**src/rtl/control.sv**
```systemverilog
// Main decode/control unit of the single-cycle RV32I core.
// Class flags in, datapath steering out; plus a sticky decode-error bit.
module control #(
  parameter bit CHECK_OPCODE = 1'b1
) (
  input  logic        clk,
  input  logic        rst,
  input  logic [31:0] instr,
  input  logic        is_alu_reg,
  input  logic        is_alu_imm,
  input  logic        is_branch,
  input  logic        is_jal,
  input  logic        is_jalr,
  input  logic        is_lui,
  input  logic        is_auipc,
  input  logic        is_load,
  input  logic        is_store,
  input  logic        is_system,
  output logic        mem_read,
  output logic        mem_write,
  output logic        alu_src,
  output logic        branch_sig,
  output logic        jump,
  output logic [1:0]  alu_op,
  output logic [2:0]  imm_sel,
  output logic [1:0]  wb_sel,
  output logic [1:0]  op1_sel,
  output logic        decode_err,
  output logic        err_sticky
);

  localparam logic [2:0] IMM_NONE = 3'd0;
  localparam logic [2:0] IMM_I    = 3'd1;
  localparam logic [2:0] IMM_S    = 3'd2;
  localparam logic [2:0] IMM_B    = 3'd3;
  localparam logic [2:0] IMM_U    = 3'd4;
  localparam logic [2:0] IMM_J    = 3'd5;

  localparam logic [1:0] WB_ALU = 2'd0;
  localparam logic [1:0] WB_MEM = 2'd1;
  localparam logic [1:0] WB_PC4 = 2'd2;

  localparam logic [1:0] OP1_RS1  = 2'd0;
  localparam logic [1:0] OP1_PC   = 2'd1;
  localparam logic [1:0] OP1_ZERO = 2'd2;

  localparam logic [1:0] ALU_ADD = 2'b00;
  localparam logic [1:0] ALU_BR  = 2'b01;
  localparam logic [1:0] ALU_FN  = 2'b10;

  localparam logic [6:0] OPC_ALU_REG = 7'b0110011;
  localparam logic [6:0] OPC_ALU_IMM = 7'b0010011;
  localparam logic [6:0] OPC_LOAD    = 7'b0000011;
  localparam logic [6:0] OPC_STORE   = 7'b0100011;
  localparam logic [6:0] OPC_BRANCH  = 7'b1100011;
  localparam logic [6:0] OPC_JAL     = 7'b1101111;
  localparam logic [6:0] OPC_JALR    = 7'b1100111;
  localparam logic [6:0] OPC_LUI     = 7'b0110111;
  localparam logic [6:0] OPC_AUIPC   = 7'b0010111;
  localparam logic [6:0] OPC_SYSTEM  = 7'b1110011;

  logic [9:0] flags;
  logic [3:0] nflags;
  logic [6:0] exp_opc;
  logic       opc_err;
  logic       unused_instr;

  assign flags = {is_system, is_alu_reg, is_alu_imm,
                  is_auipc, is_lui, is_jalr, is_jal,
                  is_branch, is_store, is_load};

  assign unused_instr = ^{instr[31:15], instr[11:7]};

  always_comb begin
    nflags = '0;
    for (int i = 0; i < 10; i++)
      nflags = nflags + {3'b000, flags[i]};
  end

  // Overlapping flags resolve by fixed priority, so a plain
  // priority chain is intended rather than a unique decode.
  always_comb begin
    mem_read   = 1'b0;
    mem_write  = 1'b0;
    alu_src    = 1'b0;
    branch_sig = 1'b0;
    jump       = 1'b0;
    alu_op     = ALU_ADD;
    imm_sel    = IMM_NONE;
    wb_sel     = WB_ALU;
    op1_sel    = OP1_RS1;
    exp_opc    = OPC_SYSTEM;
    priority case (1'b1)
      is_load: begin
        exp_opc  = OPC_LOAD;
        mem_read = 1'b1;
        alu_src  = 1'b1;
        imm_sel  = IMM_I;
        wb_sel   = WB_MEM;
      end
      is_store: begin
        exp_opc   = OPC_STORE;
        mem_write = 1'b1;
        alu_src   = 1'b1;
        imm_sel   = IMM_S;
      end
      is_branch: begin
        exp_opc    = OPC_BRANCH;
        branch_sig = 1'b1;
        alu_op     = ALU_BR;
        imm_sel    = IMM_B;
      end
      is_jal: begin
        exp_opc = OPC_JAL;
        alu_src = 1'b1;
        jump    = 1'b1;
        imm_sel = IMM_J;
        wb_sel  = WB_PC4;
        op1_sel = OP1_PC;
      end
      is_jalr: begin
        exp_opc = OPC_JALR;
        alu_src = 1'b1;
        jump    = 1'b1;
        imm_sel = IMM_I;
        wb_sel  = WB_PC4;
      end
      is_lui: begin
        exp_opc = OPC_LUI;
        alu_src = 1'b1;
        imm_sel = IMM_U;
        op1_sel = OP1_ZERO;
      end
      is_auipc: begin
        exp_opc = OPC_AUIPC;
        alu_src = 1'b1;
        imm_sel = IMM_U;
        op1_sel = OP1_PC;
      end
      is_alu_imm: begin
        exp_opc = OPC_ALU_IMM;
        alu_src = 1'b1;
        imm_sel = IMM_I;
        alu_op  = (instr[14:12] == 3'b000) ? ALU_ADD : ALU_FN;
      end
      is_alu_reg: begin
        exp_opc = OPC_ALU_REG;
        alu_op  = ALU_FN;
      end
      is_system: begin
        exp_opc = OPC_SYSTEM;
      end
      default: begin
        exp_opc = OPC_SYSTEM;
      end
    endcase
  end

  assign opc_err    = CHECK_OPCODE && (instr[6:0] != exp_opc);
  assign decode_err = (nflags != 4'd1) || opc_err;

  always_ff @(posedge clk) begin
    if (rst)
      err_sticky <= 1'b0;
    else
      err_sticky <= err_sticky | decode_err;
  end

endmodule

```
**config.mk**
```make
export PLATFORM = sky130hd
export DESIGN_NAME = control
export DESIGN_NICKNAME = d
export VERILOG_FILES = /design/src/rtl/control.sv
export SDC_FILE = /design/constraint.sdc
export NUM_CORES = 1
export LEC_CHECK = 0
export ABC_AREA = 0
export CAP_MARGIN = 5
export CORE_UTILIZATION = 28
export CTS_CLUSTER_DIAMETER = 150
export DETAILED_ROUTE_END_ITERATION = 8
export PLACE_DENSITY = 0.8
export SYNTH_ARGS = -nofsm -noshare
export SYNTH_HDL_FRONTEND = slang
export SYNTH_SLANG_ARGS = --single-unit
export TNS_END_PERCENT = 20
```
**constraint.sdc**
```tcl
create_clock -name clk -period 4.3 [get_ports clk]
set_input_delay 0.43 -clock clk [delete_from_list [all_inputs] [get_ports clk]]
set_output_delay 0.43 -clock clk [all_outputs]
set_load 0.01 [all_outputs]
```
Word level (Yosys, flattened, before mapping):

Cells that the tools add are included.

* reduce and logical (&&, ||, !) cells: 2
* $add $sub $neg: 9
* multiplexer cells: 58
* equality and inequality tests: 2
* bitwise operators: 1

Operator list (number)
* 7-bit 2-to-1 mux: 9
* 2-bit 2-to-1 mux: 21
* 4-bit by 1-bit adder with 4-bit output: 6
* 1-bit 2-to-1 mux: 21
* 3-bit 2-to-1 mux: 7
* 7-bit inequality test: 1
* 3-bit by 1-bit adder with 4-bit output: 1
* 4-bit by 1-bit inequality test with 1-bit output (second input constant): 1
* 2-bit by 1-bit adder with 3-bit output: 1
* 3-bit zero test: 1
* 1-bit by 1-bit adder with 2-bit output: 1
* 1-bit logical OR: 1
* 1-bit OR: 1

* word-level logic and storage cells: 73
* register bits after elaboration: 1
* bits of input ports: 44
* output and inout bits: 16

Longest topological paths before layout:

* depth in word-level cells: 12
* gate-level depth with buffers: 12
* depth with buffers taken out: 12

Worst setup path before layout:

No wires, ideal clock.

* path kind: input port to output port
* start: input is_alu_reg
* end: output decode_err
* arrival time: 3.372 ns
* cell stages on the path: 12
* path buffers: 0
* path slack: 0.498 ns
* required time: 3.870 ns
* cell sequence: fa_1 fa_1 inv_1 fa_1 inv_1 ha_1 inv_1 fa_1 a2111oi_0 a21oi_1 a2111oi_2 nand4_1

* cells in the longest elaborated chain, start to end: 11
* elaborated cells between the ends (all ways): 14
* those cells by class: add/sub: 2; eq/ne: 2; mux: 9; reduce/logical: 1

RTL lines
* start: declaration: RTL line 9 `input logic is_alu_reg,`
* 7-bit 2-to-1 mux (9 in a row): RTL line 93 `priority case (1'b1)`
* 7-bit inequality test: RTL line 159 `assign opc_err = CHECK_OPCODE && (instr[6:0] != exp_opc);`
* 1-bit logical OR (*): RTL line 160 `assign decode_err = (nflags != 4'd1) || opc_err;`
* end: declaration: RTL line 28 `output logic decode_err,`

Every way passes the cells marked *; elsewhere a longest branch is shown, timed or not.

Worst setup path after layout:

* start: input is_alu_imm
* end: output decode_err

* cells in the longest elaborated chain, start to end: 10
* elaborated cells between the ends (all ways): 14
* those cells by class: add/sub: 3; eq/ne: 2; mux: 8; reduce/logical: 1

RTL lines
* start: declaration: RTL line 10 `input logic is_alu_imm,`
* branches (longest 9 deep; another with 4-bit by 1-bit adder with 4-bit output)
* 1-bit logical OR (*): RTL line 160

Mark *: on every way between the ends.

==> flow_summary.ini <==
[outcome]
outcome = finished clean

[route]
route.vias.total = 654
detail-route-antenna-nets = 0
drc = 0
dr.pass1.iters = 4
routed_wl_mm = 1.59
drt-wirelength-per-cell_um = 11.5
drtIter0Drc = 5
via_per_inst = 4.74

[clock_tree]
postCtsHoldBufs = 0
clk_latency_ns = 0
cts.clk_slew.worst_paths_ns = 0

[floorplanning]
die_area_sq_um = 2210
die_x_um = 47.0
io_pins = 60
core-area_sq_um = 1800
die_h_um = 47.0
num_rows = 15
start_util_pct = 31.5

[pwr]
power.total_mw = 0.146
powerDensity_nw_per_um2 = 146
p_int_mw = 0.0786
p_sw_mw = 0.0671
total_leakage_power_nw = 0.431
pwr-share-seq_pct = 7.0
sw_frac_of_total_pct = 46.1
power_frac_comb_pct = 93.0
clkPwrFrac_pct = 0
vdd_ir_drop_max_v = 0.000116

[synth]
synthCells = 71
ys_top_cells_by_count = 14 x inv_1, 8 x nor2_1, 6 x fa_1, 4 x buf_4
synth_top_area_share_pct = 21.2
yosysTopAreaCell = fa_1
synth-main-ff-cell = dfxtp_1
ys_warn_count = 0
async_reset_ff_share_pct = 0
ys_types = 33
seq_area_frac_synth_pct = 3.53
synth_area_leaders = fa_1 21%, inv_1 9.3%, ha_1 6.6%
synth_enable_flop_cells = 0
syn_area_sq_um = 567
avgSynthCellArea_sq_um = 7.98
synth.most_common_cell = inv_1
synth-seq-cells = 1
syn_nets = 124

[critical_path]
worstSetupEndpointType = output pin
critical_path_class = in2out
arrival_ns = 3.70
critPathMaxFanout = 2
worstPathCellList = clkbuf_2, fa_1, fa_1, inv_2, fa_1, inv_1, ha_2, inv_2, fa_2, nand4_1, a2111oi_4, nand4_1, buf_2
required_ns = 3.87
cpMostUsedCell = fa_1
max_stage_delay_ns = 0.54
critPathLaunchType = primary input
slowest_stage = fa_1

[cells_and_area]
largest_register_ffs = 1
fin_area_sq_um = 995
area_growth_pct = 75.5
final_util_pct = 55.2
reg.largest.list = err_sticky: 1 flops
regMostFlops = err_sticky
fin_cells = 138
diodes = 0
final_nets = 168
drive_gt1_share_pct = 22.1

[sta]
slew_viol_final = 0
finalHoldViolCount = 0
max_freq_mhz = 242
worst_slack_ns = 0.173
slew_headroom_pct = 65.4
setup_violations = 0
rsz0062_at_grt = no
period_minus_slack_ns = 4.13
worst_pin_slew_ns = 0.512
fin_skew_ns = 0
setup_tns_ns = 0
finalHoldWorstSlack_ns = 0.573
finalCritPeriodShare_pct = 96.0

[placed_design]
dp_hpwl_mm = 1.35
place_ws_ns = -0.584
dpl_cell_area_sq_um = 983
place.port_buffers = 37
dp.cells = 135
gp_congestion = 0.788

[grt]
antenna_found_initial = 0
grt_use_total_pct = 14.8
grt_pass1_vias = 572
grt_pass1_wl_mm = 2.43
grt_overflow = 0
grt_max_degree = 10

[flow_run]
maxCapViolCount = 0

[worst_hold_path]
hp-class = reg2reg
final timing paths:
path | start | to | slack (ns) | depth (start not counted)
setup / recovery | is_alu_imm | decode_err | 0.17 | 13
hold / removal | err_sticky | err_sticky | 0.57 | 2
setup reg to reg | err_sticky | err_sticky | 3.64 | 2
hold reg to reg | err_sticky | err_sticky | 0.57 | 2
power groups by stage:
stage | Sequential, mW | Clock, mW | Combinational, mW
3_3_place_gp | 0.0102 | 0 | 0.114
6_report | 0.0102 | 0 | 0.135
4_1_cts | 0.0102 | 0 | 0.130
2_1_floorplan | 0.0105 | 0 | 0.0632
3_5_place_dp | 0.0102 | 0 | 0.118
5_1_grt | 0.0103 | 0 | 0.154
layer usage:
metal / GRT usage [%] / part of all wire, % / wire (um) / up-vias
met3: 1.15 / 8.3 / 132 / 0
li1: - / - / - / 333
met5: 0 / 0 / 0 / -
met2: 27.2 / 50 / 799 / 30
met4: 0 / 0 / 0 / 0
met1: 20.0 / 41 / 659 / 291
area by class of cell:
cell class | instances | area (sq um)
sequential | 1 | 20.0
inverter | 14 | 52.6
multi-input combinational | 52 | 488
tap | 25 | 31.3
fill | 191 | 807
timing repair buffer | 46 | 403
placed cells by master (no fill, tap or decap), types with 2 or more instances in the layout:
cell type / synthesis / layout
buf_4: 4 / 9
nand4_1: 2 / 2
o21a_1: 2 / 2
nor3_1: 2 / 2
nor2b_1: 2 / 2
clkbuf_2: 0 / 6
o21ai_0: 2 / 2
ha_1: 3 / 2
inv_2: 0 / 2
a21oi_1: 3 / 3
clkdlybuf4s50_1: 0 / 30
fa_1: 6 / 5
and3_1: 2 / 2
nor2_1: 8 / 8
inv_1: 14 / 12
logic make-up (layout without fill, tap and decap cells):
logic type | Yosys count | after routing | share of synthesized area, %
fa+ha+maj | 9 | 9 | 27.8
mux | 1 | 1 | 1.77
xor+xnor | 1 | 1 | 1.55
flops | 1 | 1 | 3.53
buf+inv | 18 | 60 | 14.6
compound gates | 18 | 18 | 27.2
simple gates | 23 | 23 | 23.6
worst max-delay path, delay by kind of cell:
kind,cells,cell delay [ns]
fa+ha+maj,5,2.19
compound gates,1,0.37
simple gates,2,0.28
buf+inv,5,0.43
repair_timing:
action / CTS / global route
cloned: 0 / 0
pin swaps: 7 / 8
resized for setup: 14 / 15
endpoints found under the hold margin: 0 / 0
setup endpoints to repair: 1 / 2
setup buffers: 3 / 0
No activity file was read; power rests on OpenSTA's default activity.
